--- src/rtl/render_pkg.sv ---
// Shared register map, FSM state encoding and queued sprite-entry layout
// for the sprite command issuer and its renderer-facing Avalon-MM port.
package render_pkg;

  localparam int COORD_W = 18;
  localparam int TEX_W   = 13;

  localparam logic [3:0] REG_MULTI  = 4'd0;
  localparam logic [3:0] REG_COORD  = 4'd1;
  localparam logic [3:0] REG_TEX    = 4'd2;
  localparam logic [3:0] REG_PARITY = 4'd3;
  localparam logic [3:0] REG_GO     = 4'd4;

  typedef enum logic [2:0] {
    ST_IDLE  = 3'd0,
    ST_CFG   = 3'd1,
    ST_SNAP  = 3'd2,
    ST_COORD = 3'd3,
    ST_TEX   = 3'd4,
    ST_GO    = 3'd5,
    ST_GAP   = 3'd6,
    ST_POLL  = 3'd7
  } issuer_state_t;

  typedef struct packed {
    logic               last;
    logic [TEX_W-1:0]   tex;
    logic [COORD_W-1:0] coord;
  } sprite_cmd_t;

endpackage

--- src/rtl/sprite_cmd_fifo.sv ---
// Synchronous sprite-command queue; pointers carry one extra wrap bit so
// full and empty are distinguishable without a separate counter.
module sprite_cmd_fifo
  import render_pkg::*;
#(
  parameter int DEPTH = 16
) (
  input  logic                    clk,
  input  logic                    rst_n,
  input  logic                    push_i,
  input  sprite_cmd_t             wdata_i,
  input  logic                    pop_i,
  output sprite_cmd_t             rdata_o,
  output logic                    full_o,
  output logic                    empty_o,
  output logic [$clog2(DEPTH):0]  count_o
);

  localparam int AW = $clog2(DEPTH);

  sprite_cmd_t mem_q [DEPTH];
  logic [AW:0] wr_ptr_q;
  logic [AW:0] rd_ptr_q;
  logic        do_push_s;
  logic        do_pop_s;

  assign full_o    = (wr_ptr_q[AW] != rd_ptr_q[AW]) && (wr_ptr_q[AW-1:0] == rd_ptr_q[AW-1:0]);
  assign empty_o   = (wr_ptr_q == rd_ptr_q);
  assign count_o   = wr_ptr_q - rd_ptr_q;
  assign do_push_s = push_i && !full_o;
  assign do_pop_s  = pop_i && !empty_o;
  assign rdata_o   = mem_q[rd_ptr_q[AW-1:0]];

  // Entry storage, written only on an accepted push.
  always_ff @(posedge clk) begin
    if (do_push_s) begin
      mem_q[wr_ptr_q[AW-1:0]] <= wdata_i;
    end
  end

  // Read/write pointers.
  always_ff @(posedge clk or negedge rst_n) begin
    if (!rst_n) begin
      wr_ptr_q <= '0;
      rd_ptr_q <= '0;
    end else begin
      if (do_push_s) wr_ptr_q <= wr_ptr_q + (AW+1)'(1);
      if (do_pop_s)  rd_ptr_q <= rd_ptr_q + (AW+1)'(1);
    end
  end

endmodule

--- src/rtl/sprite_cmd_issuer.sv ---
// Avalon-MM master that drains queued sprite commands into the renderer
// (coord, tex, GO) and polls the frame-parity register to detect frame end.
module sprite_cmd_issuer
  import render_pkg::*;
#(
  parameter int QDEPTH   = 16,
  parameter int POLL_GAP = 16
) (
  input  logic               clk,
  input  logic               rst_n,
  input  logic               cmd_valid,
  output logic               cmd_ready,
  input  logic [COORD_W-1:0] cmd_coord,
  input  logic [TEX_W-1:0]   cmd_tex,
  input  logic               cmd_last,
  input  logic               cfg_write,
  input  logic               cfg_multi,
  output logic [3:0]         m_address,
  output logic               m_write,
  output logic [31:0]        m_writedata,
  output logic               m_read,
  input  logic [31:0]        m_readdata,
  input  logic               m_waitrequest,
  output logic               busy,
  output logic               frame_done,
  output logic [15:0]        frame_count
);

  localparam int CW = $clog2(QDEPTH) + 1;
  localparam int GW = $clog2(POLL_GAP + 1);
  localparam logic [GW-1:0] GAP_LAST = GW'(POLL_GAP - 1);

  issuer_state_t state_q, state_d;
  logic [3:0]    addr_q, addr_d;
  logic [31:0]   wdata_q, wdata_d;
  logic          write_q, write_d;
  logic          read_q, read_d;
  logic          rd_wait_q, rd_wait_d;
  sprite_cmd_t   cur_q, cur_d;
  logic          p0_q, p0_d;
  logic          open_q, open_d;
  logic [GW-1:0] gap_q, gap_d;
  logic          cfg_pend_q, cfg_pend_d;
  logic          cfg_multi_q, cfg_multi_d;
  logic          done_q, done_d;
  logic [15:0]   fcount_q, fcount_d;

  sprite_cmd_t   head_s;
  logic          full_s, empty_s, push_s, pop_s, cfg_clr_s, parity_s;
  logic [CW-1:0] count_s;
  logic          unused_rd_s;

  assign cmd_ready   = !full_s;
  assign push_s      = cmd_valid && !full_s;
  assign parity_s    = m_readdata[0];
  assign unused_rd_s = ^m_readdata[31:1];

  sprite_cmd_fifo #(.DEPTH(QDEPTH)) u_fifo (
    .clk     (clk),
    .rst_n   (rst_n),
    .push_i  (push_s),
    .wdata_i ({cmd_last, cmd_tex, cmd_coord}),
    .pop_i   (pop_s),
    .rdata_o (head_s),
    .full_o  (full_s),
    .empty_o (empty_s),
    .count_o (count_s)
  );

  // Sequencer: each transfer state loads its strobe, then waits for acceptance.
  always_comb begin
    state_d   = state_q;
    addr_d    = addr_q;
    wdata_d   = wdata_q;
    write_d   = write_q;
    read_d    = read_q;
    rd_wait_d = 1'b0;
    cur_d     = cur_q;
    p0_d      = p0_q;
    open_d    = open_q;
    gap_d     = gap_q;
    done_d    = 1'b0;
    fcount_d  = fcount_q;
    pop_s     = 1'b0;
    cfg_clr_s = 1'b0;
    case (state_q)
      ST_IDLE: begin
        if (cfg_pend_q)    state_d = ST_CFG;
        else if (!empty_s) state_d = open_q ? ST_COORD : ST_SNAP;
        else               state_d = ST_IDLE;
      end
      ST_CFG: begin
        // Pending clears when the value is captured, so a later cfg_write re-arms it.
        if (!write_q) begin
          write_d = 1'b1; addr_d = REG_MULTI; wdata_d = {31'd0, cfg_multi_q}; cfg_clr_s = 1'b1;
        end else if (!m_waitrequest) begin
          write_d = 1'b0; state_d = ST_IDLE;
        end else begin
          write_d = 1'b1;
        end
      end
      ST_SNAP, ST_POLL: begin
        if (rd_wait_q) begin
          if (state_q == ST_SNAP) begin
            p0_d = parity_s; open_d = 1'b1; state_d = ST_COORD;
          end else if (parity_s != p0_q) begin
            done_d = 1'b1; fcount_d = fcount_q + 16'd1; open_d = 1'b0; state_d = ST_IDLE;
          end else begin
            gap_d = '0; state_d = ST_GAP;
          end
        end else if (!read_q) begin
          read_d = 1'b1; addr_d = REG_PARITY;
        end else if (!m_waitrequest) begin
          read_d = 1'b0; rd_wait_d = 1'b1;
        end else begin
          read_d = 1'b1;
        end
      end
      ST_COORD: begin
        if (!write_q) begin
          write_d = 1'b1; addr_d = REG_COORD; cur_d = head_s; pop_s = 1'b1;
          wdata_d = {{(32-COORD_W){1'b0}}, head_s.coord};
        end else if (!m_waitrequest) begin
          write_d = 1'b0; state_d = ST_TEX;
        end else begin
          write_d = 1'b1;
        end
      end
      ST_TEX: begin
        if (!write_q) begin
          write_d = 1'b1; addr_d = REG_TEX; wdata_d = {{(32-TEX_W){1'b0}}, cur_q.tex};
        end else if (!m_waitrequest) begin
          write_d = 1'b0; state_d = ST_GO;
        end else begin
          write_d = 1'b1;
        end
      end
      ST_GO: begin
        if (!write_q) begin
          write_d = 1'b1; addr_d = REG_GO; wdata_d = 32'd0;
        end else if (!m_waitrequest) begin
          write_d = 1'b0; gap_d = '0; state_d = cur_q.last ? ST_GAP : ST_IDLE;
        end else begin
          write_d = 1'b1;
        end
      end
      ST_GAP: begin
        if (gap_q == GAP_LAST) begin
          gap_d = '0; state_d = ST_POLL;
        end else begin
          gap_d = gap_q + GW'(1);
        end
      end
      default: state_d = ST_IDLE;
    endcase
    cfg_multi_d = cfg_write ? cfg_multi : cfg_multi_q;
    if (cfg_write)      cfg_pend_d = 1'b1;
    else if (cfg_clr_s) cfg_pend_d = 1'b0;
    else                cfg_pend_d = cfg_pend_q;
  end

  // State and registered Avalon outputs; reset drops strobes immediately.
  always_ff @(posedge clk or negedge rst_n) begin
    if (!rst_n) begin
      state_q <= ST_IDLE; addr_q <= 4'd0; wdata_q <= 32'd0; write_q <= 1'b0;
      read_q <= 1'b0; rd_wait_q <= 1'b0; cur_q <= '0; p0_q <= 1'b0; open_q <= 1'b0;
      gap_q <= '0; cfg_pend_q <= 1'b0; cfg_multi_q <= 1'b0; done_q <= 1'b0; fcount_q <= 16'd0;
    end else begin
      state_q <= state_d; addr_q <= addr_d; wdata_q <= wdata_d; write_q <= write_d;
      read_q <= read_d; rd_wait_q <= rd_wait_d; cur_q <= cur_d; p0_q <= p0_d; open_q <= open_d;
      gap_q <= gap_d; cfg_pend_q <= cfg_pend_d; cfg_multi_q <= cfg_multi_d; done_q <= done_d;
      fcount_q <= fcount_d;
    end
  end

  assign m_address   = addr_q;
  assign m_write     = write_q;
  assign m_writedata = wdata_q;
  assign m_read      = read_q;
  assign frame_done  = done_q;
  assign frame_count = fcount_q;
  assign busy        = (state_q != ST_IDLE) || (count_s != '0);

endmodule
--- config.mk ---
export PLATFORM = sky130hd
export DESIGN_NAME = sprite_cmd_issuer
export DESIGN_NICKNAME = d
export VERILOG_FILES = /design/src/rtl/render_pkg.sv /design/src/rtl/sprite_cmd_fifo.sv /design/src/rtl/sprite_cmd_issuer.sv
export SDC_FILE = /design/constraint.sdc
export NUM_CORES = 1
export LEC_CHECK = 0
export ABC_AREA = 1
export CAP_MARGIN = 10
export CORE_MARGIN = 2
export CORE_UTILIZATION = 30
export CTS_CLUSTER_DIAMETER = 60
export DETAILED_ROUTE_END_ITERATION = 7
export PLACE_DENSITY_LB_ADDON = 0.15
export REMOVE_ABC_BUFFERS = 1
export SYNTH_ARGS = -nofsm -noshare
export SYNTH_HDL_FRONTEND = slang
export SYNTH_SLANG_ARGS = --single-unit
--- constraint.sdc ---
create_clock -name clk -period 4 [get_ports clk]
set_clock_uncertainty 0.2 [all_clocks]
set_input_delay 0.8 -clock clk [delete_from_list [all_inputs] [get_ports clk]]
set_output_delay 0.8 -clock clk [all_outputs]
set_load 0.01 [all_outputs]
* After elaboration in Yosys (flattened, before gate mapping)
Memory sizes are Yosys's and may differ from the RTL's.
Index checks and enable logic that the tools add are counted.
** Storage, ports and cells
- Latch bits :: 0
- Memories kept :: 1
- Input bits :: 70
- Register bits :: 92
- ROM bits :: 0
- RAM bits :: 512
** Operators by class
- Equal/unequal tests :: 30
- Magnitude comparators :: 0
- Add/subtract/negate cells :: 5
- Div/mod/pow operators :: 0
- Shift operators :: 0
- Bitwise operators :: 3
- Muxes and demuxes :: 56
- Reduce and logical (&&, ||, !) cells :: 26
- $mul :: 0
** Memories
- u_fifo.mem_q :: depth 16, bits a word 32, read ports 1, clocked after Yosys merged registers in 0, write ports 1, RTL line sprite_cmd_fifo.sv:21 : sprite_cmd_t mem_q [DEPTH];
** Operators by type and width (number)
- $mux 32 :: 4
- $pmux 32 s4 :: 1
- $mux 3 :: 13
- $ne 2x2->1 const B :: 18
- $mux 5 :: 6
- $mux 4 :: 6
- $mux 1 :: 21
- $pmux 3 s7 :: 1
- $pmux 4 s5 :: 1
- $add 16x1->16 const B :: 1
- $add 5x1->5 const B :: 3
- $pmux 5 s3 :: 1
- $eq 3x3->1 const B :: 4
- $reduce_and 10->1 :: 1
- $reduce_bool 5->1 :: 2
- $reduce_and 7->1 :: 1
- $eq 3x2->1 const B :: 2
- $reduce_and 3->1 :: 2
- $reduce_and 6->1 :: 1
- $reduce_bool 3->1 :: 2
- $eq 5x4->1 const B :: 1
- $eq 5x5->1 :: 1
- $reduce_and 5->1 :: 1
- $sub 5x5->5 :: 1
- other kinds (15) :: 25

* Longest topological paths before layout
Gate-level depths: netlist of run 1.
- Depth in word-level cells :: 7
- Gate-level depth with buffers :: 14
- Mapped depth without buffers :: 12

* Hierarchy
Synthesis of run 1 repeated with hierarchy kept, for this count alone.
** Second synthesis, totals
- Cell total of the unflattened synthesis :: 2743
- Area, all modules :: 26548.0 sq um
** Modules (own cells, without submodules)
- sprite_cmd_fifo :: cells each 2296, times used 1, area an instance 23084.6 sq um
- sprite_cmd_issuer :: cells each 447, times used 1, area an instance 3463.3 sq um

* Least setup slack after synthesis of run 1
OpenSTA, ideal clock, no wires.
- Path type :: register to register
- Start point :: reg u_fifo.rd_ptr_q[1]
- End point :: mem u_fifo.mem_q[15][0] (netlist name), enable pin
- Arrival :: 3183 ps
- Setup time :: 424 ps
- Data required time :: 3376 ps
- Path slack :: 193 ps
- Clock period less this slack :: 3807 ps
- Buffers on the path :: 2
- Cell stages (with the launch flop) :: 12
- Cell sequence :: dfrtp_1 > clkinv_1 > buf_2 > clkbuf_1 > ha_1 > nand2_1 > nor2_1 > nand2_1 > nand2_1 > inv_1 > nand2_1 > nor2_1
** On the way
- Longest elaborated chain between the ends :: 7
** Ends and longest elaborated chain
- from (decl) :: RTL line sprite_cmd_fifo.sv:23 : logic [AW:0] rd_ptr_q;
- from (signal assigned) :: RTL line sprite_cmd_fifo.sv:48 : if (do_pop_s) rd_ptr_q <= rd_ptr_q + (AW+1)'(1);
- $eq 4x4->1 (*) :: RTL line sprite_cmd_fifo.sv:27 : assign full_o = (wr_ptr_q[AW] != rd_ptr_q[AW]) && (wr_ptr_q[AW-1:0] == rd_ptr_q[AW-1:0]);
- $logic_and 1x1->1 (*) :: RTL line sprite_cmd_fifo.sv:27
- $logic_not 1->1 (*)
- net cmd_ready :: RTL line sprite_cmd_issuer.sv:12 : output logic cmd_ready,
- $logic_and 1x1->1 :: RTL line sprite_cmd_issuer.sv:54 : assign push_s = cmd_valid && !full_s;
- $logic_and 1x1->1 (*) :: RTL line sprite_cmd_fifo.sv:30 : assign do_push_s = push_i && !full_o;
- $mux 1 (*) :: RTL line sprite_cmd_fifo.sv:36 : if (do_push_s) begin
- $mux 1 (implied by the code) (*) :: RTL line sprite_cmd_fifo.sv:37 : mem_q[wr_ptr_q[AW-1:0]] <= wdata_i;
- to (decl) :: RTL line sprite_cmd_fifo.sv:21
The timed path passes the listed nets; every way through them passes the cells marked *.

* Final worst setup path of run 1
- Start point :: reg u_fifo.rd_ptr_q[1]
- End point :: out busy
** On the way
- Longest elaborated chain between the ends :: 3
** Ends and longest elaborated chain
- $sub 5x5->5 :: RTL line sprite_cmd_fifo.sv:29 : assign count_o = wr_ptr_q - rd_ptr_q;
- $reduce_bool 5->1 :: RTL line sprite_cmd_issuer.sv:182 : assign busy = (state_q != ST_IDLE) || (count_s != '0);
- $logic_or 1x1->1 :: RTL line sprite_cmd_issuer.sv:182
- to (decl) :: RTL line sprite_cmd_issuer.sv:24 : output logic busy,
Every way passes these cells.

==> results of run 1 <==
[logic make-up (layout without fill, tap and decap cells)]
family / Yosys count / after routing / synth area share [%]
AO/OA/AOI/OAI: 288 / 288 / 6.32
XOR/XNOR: 25 / 25 / 0.885
adder cells (fa/ha/maj): 11 / 11 / 0.556
buffers and inverters: 350 / 484 / 6.26
flip-flops: 589 / 589 / 69.9
multiplexers: 2 / 2 / 0.0910
other: 1 / 17 / 0.0152
AND/OR/NAND/NOR: 983 / 983 / 16.0
[path summary, 6_finish.rpt]
kind,endpoint,start,depth (start not counted)
worst max-delay path,busy,u_fifo.rd_ptr_q[1],9
worst min-delay path,frame_count[11],rst_n,1
worst max register to register,u_fifo.mem_q[6][10],u_fifo.wr_ptr_q[0],10
worst min register to register,u_fifo.rd_ptr_q[4],u_fifo.rd_ptr_q[4],1
max in group asynchronous,m_writedata[11],rst_n,2
min in group clk,u_fifo.rd_ptr_q[4],u_fifo.rd_ptr_q[4],1
[worst reg2reg max path, delay by kind of cell (launching register included)]
family	cells	cell delay, ps
buffers and inverters	3	610
and+or+nand+nor	6	1210
DFF	1	430
adders and majority gates	1	260
[cell type report]
class                           instances  area, um^2  share of cell area, %
Inverter                              226         855                   2.93
Antenna cell                            2        5.00                 0.0171
Sequential cell                       589       17300                   59.3
Multi-Input combinational cell       1324        6070                   20.8
Clock buffer                           93        1930                   6.61
Tap cell                             1070        1340                   4.59
Timing Repair Buffer                  131        1320                   4.52
Clock inverter                         34         363                   1.24
[flip-flops by register name, summed over array words and instances, names as in the netlist]
signal / cells
u_fifo.mem_q: 512
m_writedata: 18
frame_count: 16
cur_q: 14
gap_q: 5
u_fifo.rd_ptr_q: 5
u_fifo.wr_ptr_q: 5
m_address: 3
state_q: 3
cfg_multi_q: 1
cfg_pend_q: 1
frame_done: 1
m_read: 1
m_write: 1
open_q: 1
p0_q: 1
rd_wait_q: 1
[through the flow]
step	util [%]	cell area (um^2)	hold slack (ps)	TNS, ps
global route	35.7	29200	115	0
global placement	32.9	26900	270	0
CTS	35.7	29200	84.1	0
finish	35.7	29200	68.1	0
detailed placement	32.9	26900	265	0
floorplan	-	24100	260	-2188620
[cell usage after synthesis (2+ instances only)]
master	count	share of area, %
xor2_1	21	0.74
inv_1	219	3.3
a22o_1	2	0.071
nor2_1	298	4.5
nor2_2	3	0.076
o22ai_1	52	1.3
buf_2	40	0.81
buf_1	4	0.061
ha_1	11	0.56
nor3_1	7	0.14
clkinv_1	2	0.030
dfrtp_1	77	7.8
nand2_2	2	0.051
o21ai_0	188	3.8
nand4_1	6	0.15
edfxtp_1	512	62
nand2_1	503	7.6
a21oi_1	5	0.10
buf_6	10	0.46
o211ai_1	11	0.33
o21ai_1	22	0.45
clkbuf_1	43	0.65
nand3_1	161	3.3
o21bai_1	3	0.091
xnor2_1	4	0.14
mux2_2	2	0.091
inv_2	5	0.076
buf_4	26	0.79
[power by group]
group / internal, W / total (W) / switching, W / leakage [nW]
clock: 0.00375 / 0.00634 / 0.00259 / 1.12
combinational: 0.00169 / 0.00553 / 0.00384 / 4.41
sequential: 0.00750 / 0.00785 / 0.000351 / 5.59
[routing by layer]
metal  up-vias  part of all wire (%)  global-route usage [%]
li1       7728                     -                       -
met1      8011                    46                    22.7
met2       354                    47                    27.7
met3       105                   4.3                    2.72
met4         2                   2.2                    4.51
met5         -                 0.021                       0
==> flow_summary.ini, run 1 <==
[timing]
max_freq_mhz = 271
period_share_pct = 92.2
slew_headroom_pct = 28.5
setup_viol = 0
fin_crit_ps = 3690
final_max_slew_viol_count = 0
worst_slack_ps = 310
rsz0062_at_grt = no
timing.final.hold_violations = 0
worst_pin_slew_ps = 1070

[worst_setup_path]
r2r_slack_ps = 970
crit_chain = clkinv_2 > ha_1 > inv_1 > o21bai_1 > a21oi_1 > nor2_1 > o21ai_0 > nand3_1 > clkdlybuf4s50_1
crit_fanout = 3
worst_path_dominant_cell_family = buffers and inverters
cp_num_buf_inv = 3
cp_slowest_cell = clkdlybuf4s50_1
critPathMaxStageDelay_ps = 500
endpoint_kind = primary output
cp.arrival_ps = 2690
cp-start-kind = flop
cp.required_ps = 3000
criticalPathCategory = flop to primary output

[detailed_routing]
drt_pre_antenna_iters = 5
num_vias = 16200
post_drt_via_cell_ratio = 4.67
drtAntennaViolNets = 0
wl_per_cell_um = 20.4
drc = 0
drt_iter0_markers = 1071
routed_wl_mm = 70.7

[synth]
synth_cell_types = 38
synth-edff-count = 512
yosysSeqAreaShare_pct = 69.9
ys.flop_type = edfxtp_1
synthCells = 2249
avgSynthCellArea_um2 = 11.0
async_flop_share_pct = 13.1
syn_area_um2 = 24700
ys_seq_elements = 589
ys_warn_count = 0

[place]
dp.cells = 3340
hpwlAfterDp_mm = 38.2
gp_congestion = 0.796
place_ws_ps = 751
port_buffers = 80

[clock_network]
cts_root_buf = clkbuf_16
cts_tree = built
clk_latency_ps = 620
cts_hold_buf = 0
cts.repair.resized = 0
path_clk_slew_ps = 60
htree_levels = 3
cts_setup_buffers = 0
cts_buffers = 70
numClockSinks = 589
cts_buffer_depth = 3

[power_and_ir_drop]
power_w = 0.0197
p_leak_nw = 11.1
vdd_drop_max_v = 0.000602
powerDensity_nw_per_um2 = 676

[die]
core_area_um2 = 81800
rows = 105
die_y_um = 291
die_w_um = 291
initial_utilization_pct = 30.2
dieArea_um2 = 84800
ios = 127

[layout]
final_cell_mix = edfxtp_1 (512), nand2_1 (503), nor2_1 (281)
final_cells = 3469
syn2layout_area_growth_pct = 18.0
final_common_cell = edfxtp_1
drive_gt1_share_pct = 7.88
fill_cells = 8107
num-nets-final = 2423

[global_route]
grt_pass1_vias = 16000
grt_overflow = 0
grt_max_degree = 207
antenna_found_initial = 3
gr-usage-all-layers_pct = 16.7
grt_first_pass_wirelength_mm = 105

[worst_hold_path]
worstHoldPathType = primary input to async pin

[status]
status = complete, no violations

[flow_run]
cap_violations = 0
(Power assumes the default switching activity.)
==> run 2: changes to the inputs <==
CAP_MARGIN = 20   (was 10)
==> results of run 2 <==
Final layout, timing and power as in run 1 (identical DEF).
==> run 3: changes to the inputs <==
CORE_UTILIZATION = 60   (was 30)
==> run 3 against run 2 <==
Count of clock-buffer cells in the layout is 12 lower. Register-to-register slack worse by 170 ps. Hold slack worse by 11 ps. Critical endpoint unchanged.
==> flow_summary.ini, run 3 (synthesis gave the netlist of run 1 again) <==
[layout]
regArea_um2 = 17300
num-nets-final = 2412
antenna_cells = 0
final_cell_mix = edfxtp_1 (512), nand2_1 (503), nor2_1 (280)
final_cells = 2910
drive_gt1_share_pct = 7.44
multi_input_area_um2 = 6070
largest_reg_flops = 512
syn2layout_area_growth_pct = 13.6
final_common_cell = edfxtp_1
fill_cells = 2917

[power_and_ir_drop]
p_switching_w = 0.00620
seqPwrFrac_pct = 42.0
p_leak_nw = 11.0
powerDensity_nw_per_um2 = 664
vdd_drop_max_v = 0.000451
p_int_w = 0.0124
comb_power_share_pct = 28.3
power_w = 0.0186
clkPwrFrac_pct = 29.7
p_sw_share_pct = 33.3

[clock_network]
cts_tree = built
cts_hold_buf = 0
cts_root_buf = clkbuf_16
htree_levels = 2
cts.repair.resized = 0
cts_buffer_depth = 3
cts_setup_buffers = 0
numClockSinks = 589
clk_latency_ps = 610
cts_buffers = 59
path_clk_slew_ps = 60

[timing]
timing.final.hold_violations = 0
rsz0062_at_grt = no
period_share_pct = 90.8
slew_headroom_pct = 16.5
fin_crit_ps = 3630
max_freq_mhz = 275
final_max_slew_viol_count = 0
setup_viol = 0
worst_pin_slew_ps = 1250

[detailed_routing]
wl_per_cell_um = 20.2
num_vias = 16600
routed_wl_mm = 58.8
drtAntennaViolNets = 0
drt_iter0_markers = 1633
post_drt_via_cell_ratio = 5.71
drt_pre_antenna_iters = 5
drc = 0

[worst_setup_path]
r2r_slack_ps = 800
endpoint_kind = primary output
cp-start-kind = flop
r2r-end = m_writedata[13]
cp.required_ps = 3000
criticalPathCategory = flop to primary output
r2r_cells = 8
crit_fanout = 5
cp.arrival_ps = 2630
worstReg2RegStart = u_fifo.rd_ptr_q[1]

[die]
die_y_um = 207
core_area_um2 = 40700
ios = 127
initial_utilization_pct = 60.7
rows = 74
die_w_um = 207
dieArea_um2 = 42900

[flow_run]
cap_violations = 0

[global_route]
grt_first_pass_wirelength_mm = 89.9
grt_pass1_vias = 16100
grt_max_degree = 258
grt_overflow = 0
antenna_found_initial = 1
gr-usage-all-layers_pct = 27.4

[place]
hpwlAfterDp_mm = 31.5
port_buffers = 80
gp_congestion = 0.838
dp.cells = 2802

[worst_hold_path]
worstHoldPathType = primary input to async pin

[status]
status = complete, no violations
-- run 3: critical path: stages (launching register included) --
cell,delay (ps)
dfrtp_1,450
ha_1,320
inv_1,40
o21bai_1,200
a21oi_1,140
nor2_1,100
o21ai_0,80
nand3_1,140
clkdlybuf4s50_1,550
-- run 3: power by group through the flow --
stage | clock network [W] | registers [W] | logic, W
finish | 0.00554 | 0.00783 | 0.00528
CTS | 0.00559 | 0.00783 | 0.00528
floorplan | 0 | 0.00826 | 0.00306
global placement | 0 | 0.00792 | 0.00509
detailed placement | 0 | 0.00795 | 0.00524
global route | 0.00584 | 0.00789 | 0.00588
-- run 3: area by class of cell --
class	instances	share of cell area (%)
inverters	226	3.04
flip-flops and latches	589	61.6
repair buffers	131	4.43
clock buffers	81	5.95
well taps	532	2.37
clock inverters	27	1.02
multi-input cells	1324	21.6
-- run 3: worst max path at each step --
stage,from,end,slack [ps],depth (start not counted)
final,u_fifo.wr_ptr_q[1],busy,370,8
after global routing,u_fifo.wr_ptr_q[1],busy,240,8
after CTS,u_fifo.wr_ptr_q[1],busy,370,8
after detailed placement,cmd_valid,u_fifo.mem_q[9][7],710,6
after global placement,cmd_valid,u_fifo.mem_q[10][6],760,6
after floorplan,u_fifo.rd_ptr_q[0],cur_q[22],-4510,7
-- run 3: through the flow --
stage | worst slack, ps | utilization [%] | area [um^2] | setup TNS (ps) | hold WS [ps]
3_3_place_gp | 756 | 64.2 | 26100 | 0 | 265
6_report | 370 | 69.0 | 28100 | 0 | 57.2
4_1_cts | 366 | 69.0 | 28100 | 0 | 117
2_1_floorplan | -4510 | - | 24100 | -2188620 | 260
3_5_place_dp | 711 | 64.2 | 26100 | 0 | 265
5_1_grt | 238 | 69.0 | 28100 | 0 | 164
-- run 3: layer usage --
layer  track usage (%)  wire (um)  up-vias
met4              12.4       2490        2
met3              3.99       4780      149
li1                  -          -     7709
met1              37.1      23500     8010
met2              44.7      28000      738
met5                 0         11        -
==> edit (config.mk and constraints of run 3) <==
Re-encode `issuer_state_t` (8 states) as one-hot, 8 bits wide.
--- a/src/rtl/render_pkg.sv
+++ b/src/rtl/render_pkg.sv
@@ -12,13 +12,13 @@
   localparam logic [3:0] REG_GO     = 4'd4;
 
-  typedef enum logic [2:0] {
-    ST_IDLE  = 3'd0,
-    ST_CFG   = 3'd1,
-    ST_SNAP  = 3'd2,
-    ST_COORD = 3'd3,
-    ST_TEX   = 3'd4,
-    ST_GO    = 3'd5,
-    ST_GAP   = 3'd6,
-    ST_POLL  = 3'd7
+  typedef enum logic [7:0] {
+    ST_IDLE  = 8'b00000001,
+    ST_CFG   = 8'b00000010,
+    ST_SNAP  = 8'b00000100,
+    ST_COORD = 8'b00001000,
+    ST_TEX   = 8'b00010000,
+    ST_GO    = 8'b00100000,
+    ST_GAP   = 8'b01000000,
+    ST_POLL  = 8'b10000000
   } issuer_state_t;
 
Check against the original RTL: no difference found for any inputs over 4 cycles, from zero or initial values and one cycle with rst_n low; so few cycles prove little.
==> edit against run 3 <==
- combinational power fell by 30%
- first-iteration DRC count up 30%
- final area up 2.5%
- routed wire length increased by 3.5%
- sequential cell count increased by 5
- power fell by 10%
- sequential share of layout area decreased by 1.1 points
- worst setup slack gained 0.039 ns
- synthesized area is 2.4% higher
- clock power shrank 3%
- largest power group unchanged
- non-clock buffer count fell by 2
==> edit: results (changes against run 3) <==
status: "finished clean"  # unchanged
grt_pass1_wl_um: 94300  # was 89900 um
met2_length_um: 29700  # was 28000 um
cp.arrival_ns: 2.59  # was 2.63 ns
gp_congestion: 0.835  # was 0.838
relSlewSlack: 0.319  # was 0.165
drtIter0Drc: 2115  # was 1633
ys_top_cells_by_count: "579 x nand2_1, 512 x edfxtp_1, 259 x nor2_1"  # was 512 x edfxtp_1, 503 x nand2_1, 298 x nor2_1
seq_area_frac_synth: 0.688  # was 0.699
grt_use_met2: 0.472  # was 0.447
via_count: 17100  # was 16600
first_pass_iters: 6  # was 5
async_reset_ff_frac: 0.138  # was 0.131
setup_slack_ns: 0.409  # was 0.370 ns
crit_start: "state_q[5]"  # was u_fifo.wr_ptr_q[1]
met1_usage: 0.380  # was 0.371
ys_top_cells_by_area: "edfxtp_1 61%, nand2_1 8.6%, dfrtp_1 8.0%, nand3_1 5.1%, nor2_1 3.8%"  # was edfxtp_1 62%, dfrtp_1 7.8%, nand2_1 7.6%, nor2_1 4.5%, o21ai_0 3.8%
peakVddDrop_v: 0.000395  # was 0.000451 V
grt_max_degree: 119  # was 258
rrSetupSlack_ns: 0.90  # was 0.80 ns
placed_cell_area_um2: 26900  # was 26100 um2
r2r-start: "u_fifo.rd_ptr_q[0]"  # was u_fifo.rd_ptr_q[1]
wl_met1_um: 24600  # was 23500 um
grtUsageTotal: 0.283  # was 0.274
dp_slack_ns: 0.772  # was 0.711 ns
met3_wirelength_um: 4690  # was 4780 um
ys_types: 40  # was 38
layout-drive-gt1-share: 0.0789  # was 0.0744
## edit: final timing paths
path | to | depth (start not counted)
min | m_address[0] | 2
min in group asynchronous | frame_count[3] | 2
max | busy | 7
min reg2reg | m_address[0] | 2
max reg2reg | u_fifo.mem_q[15][11] | 9
max in group asynchronous | cur_q[20] | 3
## edit: what timing repair did
action,in CTS,in global routing
resized for setup,0,0
hold buffers,1,0
setup endpoints to repair,0,0
hold endpoints to repair,2,0
## edit: stage by stage
step	std cells	hold slack [ns]	setup TNS, ns	power, uW
5_1_grt	3025	0.310	0	17500
2_1_floorplan	2244	0.249	-1811.52	10100
3_5_place_dp	2910	0.262	0	11500
6_report	3026	0.272	0	16800
3_3_place_gp	2910	0.257	0	11300
4_1_cts	3023	0.277	0	16800
## edit: critical path: stages, from the launching register on
cell and delay, ns:
dfrtp_1 0.41, nor2_2 0.24, nand2_2 0.13, nor2_1 0.28, inv_1 0.13, nor3_1 0.19
nand3_1 0.13, clkdlybuf4s50_1 0.49
## edit: cells by family after synthesis
logic type,synth area share
other,0.000148
buffers and inverters,0.0646
AOI/OAI and AO/OA,0.0423
and+or+nand+nor,0.191
DFF,0.688
muxes,0.000444
adders and majority gates,0.00543
xor gates and xnor gates,0.00830
## edit: area by class of cell
| class | instances | area, um2 |
|---|---|---|
| Sequential cell | 594 | 17400 |
| Fill cell | 3012 | 13000 |
| Multi-Input combinational cell | 1388 | 6450 |
| Clock buffer | 77 | 1610 |
| Timing Repair Buffer | 129 | 1360 |
| Inverter | 262 | 990 |
| Tap cell | 539 | 674 |
| Clock inverter | 35 | 290 |
| Antenna cell | 2 | 5.00 |
## edit: power breakdown
group	internal (uW)	switching, uW	leakage [uW]
clock	3080	2290	0.000925
sequential	7470	275	0.00561
combinational	1140	2530	0.00495
